### src/rtl/n_m_serializer.sv
// SD host DAT transmit serializer: n-bit words out as m-bit slices, MSB slice first.
// Define N_M_SERIALIZER_IDLE_HIGH_EN to drive all ones on serial when idle (all zeros otherwise).
module n_m_serializer #(
    parameter int n = 32,
    parameter int m = 4
) (
    input  logic         sd_clock,
    input  logic         reset,
    input  logic [n-1:0] parallel,
    input  logic         load,
    input  logic         enable,
    output logic [m-1:0] serial,
    output logic         serial_valid,
    output logic         ready,
    output logic         complete
);
    localparam int BEATS = n / m;
    localparam int CW    = (BEATS > 1) ? $clog2(BEATS) : 1;
    localparam logic [CW-1:0] LAST = CW'(BEATS - 1);

`ifdef N_M_SERIALIZER_IDLE_HIGH_EN
    localparam logic [m-1:0] IDLE_VAL = '1;
`else
    localparam logic [m-1:0] IDLE_VAL = '0;
`endif

    typedef enum logic {IDLE, SHIFT} state_t;

    state_t        state, state_next;
    logic [n-1:0]  shift_reg, hold_reg, shifted;
    logic          hold_full;
    logic [CW-1:0] count;
    logic          accept, at_last, reload;

    assign ready   = !hold_full;
    assign accept  = load && ready;
    assign at_last = (count == LAST);
    // Last-beat edge in SHIFT: the shift register takes the next word (hold or bypass).
    assign reload  = (state == SHIFT) && enable && at_last;

    always_ff @(posedge sd_clock or negedge reset) begin
        if (!reset) state <= IDLE;
        else        state <= state_next;
    end

    always_comb begin
        state_next = state;
        case (state)
            IDLE:  if (accept) state_next = SHIFT;
            SHIFT: if (reload && !hold_full && !accept) state_next = IDLE;
            default: state_next = IDLE;
        endcase
    end

    always_ff @(posedge sd_clock or negedge reset) begin
        if (!reset) begin
            shift_reg <= '0;
            hold_reg  <= '0;
            hold_full <= 1'b0;
            count     <= '0;
        end else begin
            case (state)
                IDLE: begin
                    if (accept) begin
                        shift_reg <= parallel;
                        count     <= '0;
                    end
                end
                SHIFT: begin
                    if (enable) begin
                        if (!at_last) begin
                            count <= count + 1'b1;
                        end else begin
                            count <= '0;
                            if (hold_full) begin
                                shift_reg <= hold_reg;
                                hold_full <= 1'b0;
                            end else if (accept) begin
                                shift_reg <= parallel;
                            end
                        end
                    end
                    if (accept && !reload) begin
                        hold_reg  <= parallel;
                        hold_full <= 1'b1;
                    end
                end
                default: count <= '0;
            endcase
        end
    end

    assign shifted      = shift_reg << (32'(count) * m);
    assign serial_valid = (state == SHIFT);
    assign serial       = serial_valid ? shifted[n-1 -: m] : IDLE_VAL;
    assign complete     = (state == SHIFT) && at_last;
endmodule

### config.mk
export PLATFORM = sky130hd
export DESIGN_NAME = n_m_serializer
export DESIGN_NICKNAME = d
export VERILOG_FILES = /design/src/rtl/n_m_serializer.sv
export SDC_FILE = /design/constraint.sdc
export NUM_CORES = 1
export LEC_CHECK = 0
export CAP_MARGIN = 30
export CORE_ASPECT_RATIO = 1.1
export CORE_MARGIN = 4
export CORE_UTILIZATION = 54
export CTS_BUF_LIST = sky130_fd_sc_hd__clkbuf_16
export CTS_CLUSTER_SIZE = 28
export DETAILED_ROUTE_END_ITERATION = 7
export MAX_ROUTING_LAYER = met4
export PLACE_DENSITY = 0.79
export RECOVER_POWER = 100
export SLEW_MARGIN = 20
export SYNTH_ARGS = -nofsm -noshare
export SYNTH_HDL_FRONTEND = slang
export SYNTH_SLANG_ARGS = --single-unit
### constraint.sdc
create_clock -name sd_clock -period 2.21 [get_ports sd_clock]
set_clock_uncertainty 0.15 [all_clocks]
set_input_delay 0.5525 -clock sd_clock [delete_from_list [all_inputs] [get_ports sd_clock]]
set_output_delay 0.5525 -clock sd_clock [all_outputs]
set_load 0.1 [all_outputs]
==> results of run 1 <==
[worst max-delay path, delay by kind of cell, from the launching register on]
| family | cells | cell delay [ns] |
|---|---|---|
| multiplexers | 2 | 0.78 |
| flip-flops | 1 | 0.49 |
| buffers and inverters | 1 | 0.17 |
| AND/OR/NAND/NOR | 1 | 0.06 |
[where the power goes]
part	switching (W)	internal, W	leakage (nW)
registers	0.000500	0.00191	0.805
clock network	0.000497	0.000731	0.136
logic	0.00206	0.00199	0.837
[cell usage after synthesis]
| master | number |
|---|---|
| nor2_1 | 7 |
| inv_1 | 1 |
| dfrtp_1 | 69 |
| a31o_2 | 2 |
| nand2_2 | 1 |
| clkbuf_1 | 10 |
| o2bb2a_1 | 1 |
| a21boi_4 | 1 |
| o21ai_0 | 1 |
| ha_1 | 2 |
| buf_6 | 3 |
| clkinv_1 | 1 |
| mux4_2 | 8 |
| mux2_1 | 4 |
| mux2_2 | 28 |
| nand3_1 | 2 |
| nand2b_1 | 1 |
| buf_2 | 3 |
| buf_4 | 5 |
| mux2i_1 | 7 |
| a32oi_1 | 1 |
| and2_1 | 1 |
| a21bo_1 | 1 |
| a2bb2oi_1 | 31 |
| o22ai_1 | 32 |
| nand2_1 | 1 |
| a211oi_4 | 1 |
[routing by layer]
metal	track usage [%]	part of all wire (%)	up-vias
met2	37.50	50	84
met3	6.584	5.2	30
met5	-	0	-
li1	-	-	1000
met1	29.87	40	1142
met4	13.82	4.8	0
[worst max-delay path by stage]
stage,endpoint,slack [ns]
after CTS,serial[3],-0.31
after global routing,serial[2],-0.38
after detailed placement,serial[3],-0.13
final,serial[2],-0.33
after global placement,hold_reg[27],-0.06
after floorplan,serial[1],0.02
[what timing repair did]
item	CTS	global route
buffers inserted	5	2
cloned	2	1
resized for setup	13	20
setup endpoints to repair	65	66
pin swaps	4	1
[through the flow]
step	area, um2	TNS (ns)	std cells	util [%]	total power, W
after floorplan	3149	0	225	-	0.004762
final	4290	-11.60	362	78.00	0.007687
after CTS	4154	-7.054	359	75.52	0.007307
after detailed placement	3762	-3.581	337	68.40	0.005876
after global routing	4290	-16.92	362	78.00	0.008022
after global placement	3762	-1.674	337	68.40	0.005775
[cell families (layout without fill, tap and decap cells)]
kind of cell	count (synthesis)	after routing	share of synthesized area [%]
simple gates	13	13	1.889
fa+ha+maj	2	2	0.8034
compound gates	71	71	18.04
buf+inv	23	85	4.218
mux	47	47	19.61
flops	69	69	55.44
[layout make-up]
type,count,area (um2)
flip-flops and latches,69,1733
fillers,302,1210
clock buffers,9,225.2
repair buffers,68,798.3
inverters,2,8.758
well taps,75,93.84
clock inverters,6,25.02
multi-input cells,133,1406
==> results.yml, run 1 <==
status:
  status: "complete, but fails checks"
  failed_checks: "max-capacitance violations, negative setup slack"
critical_path:
  critical_path.max_stage_delay_ns: 0.55
  critical_path.reg2reg.startpoint: "count[1]"
  r2r_slack_ns: -0.31
  cp_data_arrival_time_ns: 1.84
  critPathCaptureType: "output pin"
  crit_path_start_kind: "flip-flop"
  critical_path_required_ns: 1.51
  cp_cell_sequence: "mux4_2 -> mux2i_2 -> nor2_4 -> buf_12"
  critPathLaunch: "count[1]"
  path_max_fanout: 8
  worst-r2r-cell-count: 9
  worst_path_max_delay_cell: "mux4_2"
  critical_path_type: "flip-flop to output pin"
  reg2reg_to: "hold_reg[17]"
route:
  post-route-drc-count: 0
  detail_route.wl_per_cell_um: 22.70
  routed-via-count: 2256
  drt_wl_total_um: 8217
  first_pass_iters: 4
  drt-initial-drc-count: 220
  postRouteAntennaNets: 0
  via_per_inst: 6.232
min_path:
  min_path_type: "flip-flop to flip-flop"
  hold_path_depth: 1
  timing.hold.worst_endpoint: "hold_reg[11]"
  min-delay-start: "hold_reg[11]"
cells_and_area:
  final_layout_size_suffix_gt1_share_pct: 39.37
  layout_commonest_cell: "dfrtp_1"
  antenna_cells_inserted: 0
  most-common-layout-cells: "dfrtp_1, clkdlybuf4s50_1, o22ai_1"
  layout.nets: 321
  area.growth.synth_to_final_pct: 37.77
yosys:
  netlist_top_cells_area: "dfrtp_1, mux2_2, a2bb2oi_1"
  seq_total_area_yosys_pct: 55.44
  yosysWarnings: 0
  synthesis.instances: 225
  synth_fp_nets: 263
  synth.cell_area_mm2: 0.003114
  synth_top_area_cell: "dfrtp_1"
  post_synthesis_register_bit_count: 69
  ys_types: 27
  synth.avg_cell_area_um2: 13.84
  fraction_of_synthesized_cell_area_taken_by_the_top_area_cell_type_pct: 55.44
flow_run:
  drv_cap: 1
clock_network:
  tritoncts_num_sinks: 69
  clock_tree.htree_level_count: 3
  clock_latency_ns: 0.33
  cts_root_buf: "clkbuf_16"
  cts.reportedPaths.clkPinSlew_ns: 0.05
  cts_tree: "built"
  cts-buffers-inserted: 9
  ctsHoldBuffers: 0
  clock_path_buffers: 2
place:
  pre_cts_slack_ns: -0.1310
  dpl.hpwl_um: 4546
  globalplace.congestion: 0.8818
  numPortBuffers: 42
power_and_ir_drop:
  power_leakage_nw: 1.778
  vdd_ir_drop_max_uv: 1929
  powerDensity_mw_per_mm2: 1792
grt:
  largest_net_degree_at_the_start_of_global_routing: 70
  global_route.overflow_total: 0
  antenna_violations_before_repair: 0
  grt_use_total_pct: 24.66
  number_of_global_route_vias_before_repair: 2378
  grt_first_pass_wirelength_um: 12190
sta:
  finalCritPeriodShare_pct: 114.9
  rsz0062_at_grt: "true"
  fin_worst_hold_slack_ns: 0.3337
  finalWorstPathRequiredPeriod_ns: 2.540
  achievable-frequency_mhz: 393.8
  hold_violations_final: 0
  worst_pin_slew_ns: 1.496
  setup-violations-final: 67
  drv_slew: 0
  fin_ws_ns: -0.3296
  slew-limit-headroom_pct: 0.2658
die:
  initial_core_util_pct: 56.62
  floorplan.die.height_um: 87.65
  floorplan.core_area_mm2: 0.005500
  die-width_um: 80.41
  num_io_pins: 43
  design.die.area_mm2: 0.007048
  placement_rows: 28
Note: power is estimated with default switching activity, not from simulation.
==> run 2, diff against run 1 <==
Clock period 2.21 ns to 2.74 ns, I/O delays scaled along.
==> results.yml, run 2 (synthesis gave the netlist of run 1 again) <==
status:
  status: "finished clean"
route:
  via_per_inst: 6.144
  post-route-drc-count: 0
  detail_route.wl_per_cell_um: 20.01
  wl_met1_um: 3018
  routed-via-count: 2175
  dr.max_layer_used: "met4"
  detailroute.wirelength.met3_um: 317
  drt_wl_total_um: 7085
  drt-initial-drc-count: 153
  first_pass_iters: 4
  postRouteAntennaNets: 0
  met2WireLength_um: 3600
clock_network:
  clock_latency_ns: 0.33
  cts_root_buf: "clkbuf_16"
  clock_tree.htree_level_count: 3
  tritoncts_num_sinks: 69
  ctsHoldBuffers: 0
  cts.reportedPaths.clkPinSlew_ns: 0.05
  clock_path_buffers: 2
  cts_tree: "built"
  cts-buffers-inserted: 9
cells_and_area:
  area.growth.synth_to_final_pct: 29.09
  antenna_cells_inserted: 0
  fill_cells: 368
  finish.utilization_pct: 73.09
  layout_commonest_cell: "dfrtp_1"
  final_layout_size_suffix_gt1_share_pct: 30.47
  layout.nets: 312
  most-common-layout-cells: "dfrtp_1, clkdlybuf4s50_1, o22ai_1"
grt:
  grt_use_total_pct: 22.65
  grt_first_pass_wirelength_um: 11560
  number_of_global_route_vias_before_repair: 2266
  antenna_violations_before_repair: 0
  global_route.overflow_total: 0
  largest_net_degree_at_the_start_of_global_routing: 35
sta:
  hold_violations_final: 0
  worst_pin_slew_ns: 1.299
  finalWorstPathRequiredPeriod_ns: 2.703
  slew-limit-headroom_pct: 13.37
  setup-violations-final: 0
  finalCritPeriodShare_pct: 98.64
  drv_slew: 0
  fin_worst_hold_slack_ns: 0.3344
  achievable-frequency_mhz: 370.0
power_and_ir_drop:
  vdd_ir_drop_max_uv: 1224
  power_leakage_nw: 1.679
  powerDensity_mw_per_mm2: 1472
critical_path:
  worst_path_max_delay_cell: "mux4_2"
  cp_data_arrival_time_ns: 1.87
  critical_path_type: "flip-flop to output pin"
  critPathCaptureType: "output pin"
  critical_path_required_ns: 1.90
  cpLargestDelayFamily: "multiplexers"
  path_buf_inv: 1
  critical_path.max_stage_delay_ns: 0.54
  path_max_fanout: 10
  cp_cell_sequence: "mux4_2 -> mux2i_1 -> nor2_4 -> buf_12"
  crit_path_start_kind: "flip-flop"
place:
  dpl.hpwl_um: 4703
  numPortBuffers: 42
  globalplace.congestion: 0.8680
die:
  initial_core_util_pct: 56.62
  placement_rows: 28
  floorplan.die.height_um: 87.65
  num_io_pins: 43
  floorplan.core_area_mm2: 0.005500
  design.die.area_mm2: 0.007048
  die-width_um: 80.41
min_path:
  min_path_type: "flip-flop to flip-flop"
flow_run:
  drv_cap: 0
## run 2: worst reg2reg max path, cell delays in order (launching register included)
cell	delay, ns
dfrtp_2	0.48
clkbuf_2	0.19
ha_1	0.21
ha_2	0.22
a211oi_4	0.29
buf_4	0.28
mux2_2	0.37
## run 2: final cells by class
type                       count  area [um2]  share of cell area (%)
timing repair buffer          59       586.8                   14.60
clock buffer                   9       225.2                   5.602
tap                           75       93.84                   2.334
sequential                    69        1730                   43.04
multi-input combinational    133        1292                   32.15
clock inverter                 7       83.83                   2.085
inverter                       2       7.507                  0.1867
## run 2: final timing paths
path                                    from            to  slack [ns]  cells past startpoint
worst max-delay path                count[2]     serial[0]        0.04                      4
worst min-delay path            hold_reg[11]  hold_reg[11]        0.33                      1
worst max register to register      count[1]  hold_reg[14]        0.43                      6
worst min register to register  hold_reg[11]  hold_reg[11]        0.33                      1
max in group asynchronous              reset  shift_reg[9]        0.70                      2
min in group asynchronous              reset      count[1]        0.48                      1
## run 2: through the flow
step                       TNS, ns  power, W  instances  cell area [um2]  setup WS (ns)
after global routing      -0.05443  0.006198        354             4020       -0.04535
after floorplan                  0  0.003815        225             3146        0.08805
after global placement           0  0.004550        333             3691         0.2475
after detailed placement         0  0.004633        333             3691         0.2036
final                            0  0.005918        354             4020        0.03731
after CTS                        0  0.005869        349             4003      0.0003186
## run 2: timing repair
| action | in CTS | in global routing |
|---|---|---|
| setup buffers | 0 | 5 |
| setup endpoints to repair | 5 | 4 |
| gates resized for setup | 2 | 2 |
## run 2: per-layer routing
layer / global-route usage (%) / vias up
met3: 4.115 / 18
met1: 28.58 / 1115
li1: - / 979
met5: - / -
met4: 9.370 / 0
met2: 36.22 / 63
## run 2: report_power, final
| group | total [W] | switching, W | internal [W] |
|---|---|---|---|
| logic | 0.00279 | 0.00146 | 0.00133 |
| registers | 0.00194 | 0.000395 | 0.00154 |
| clock network | 0.00119 | 0.000404 | 0.000784 |
| total | 0.00592 | 0.00226 | 0.00366 |
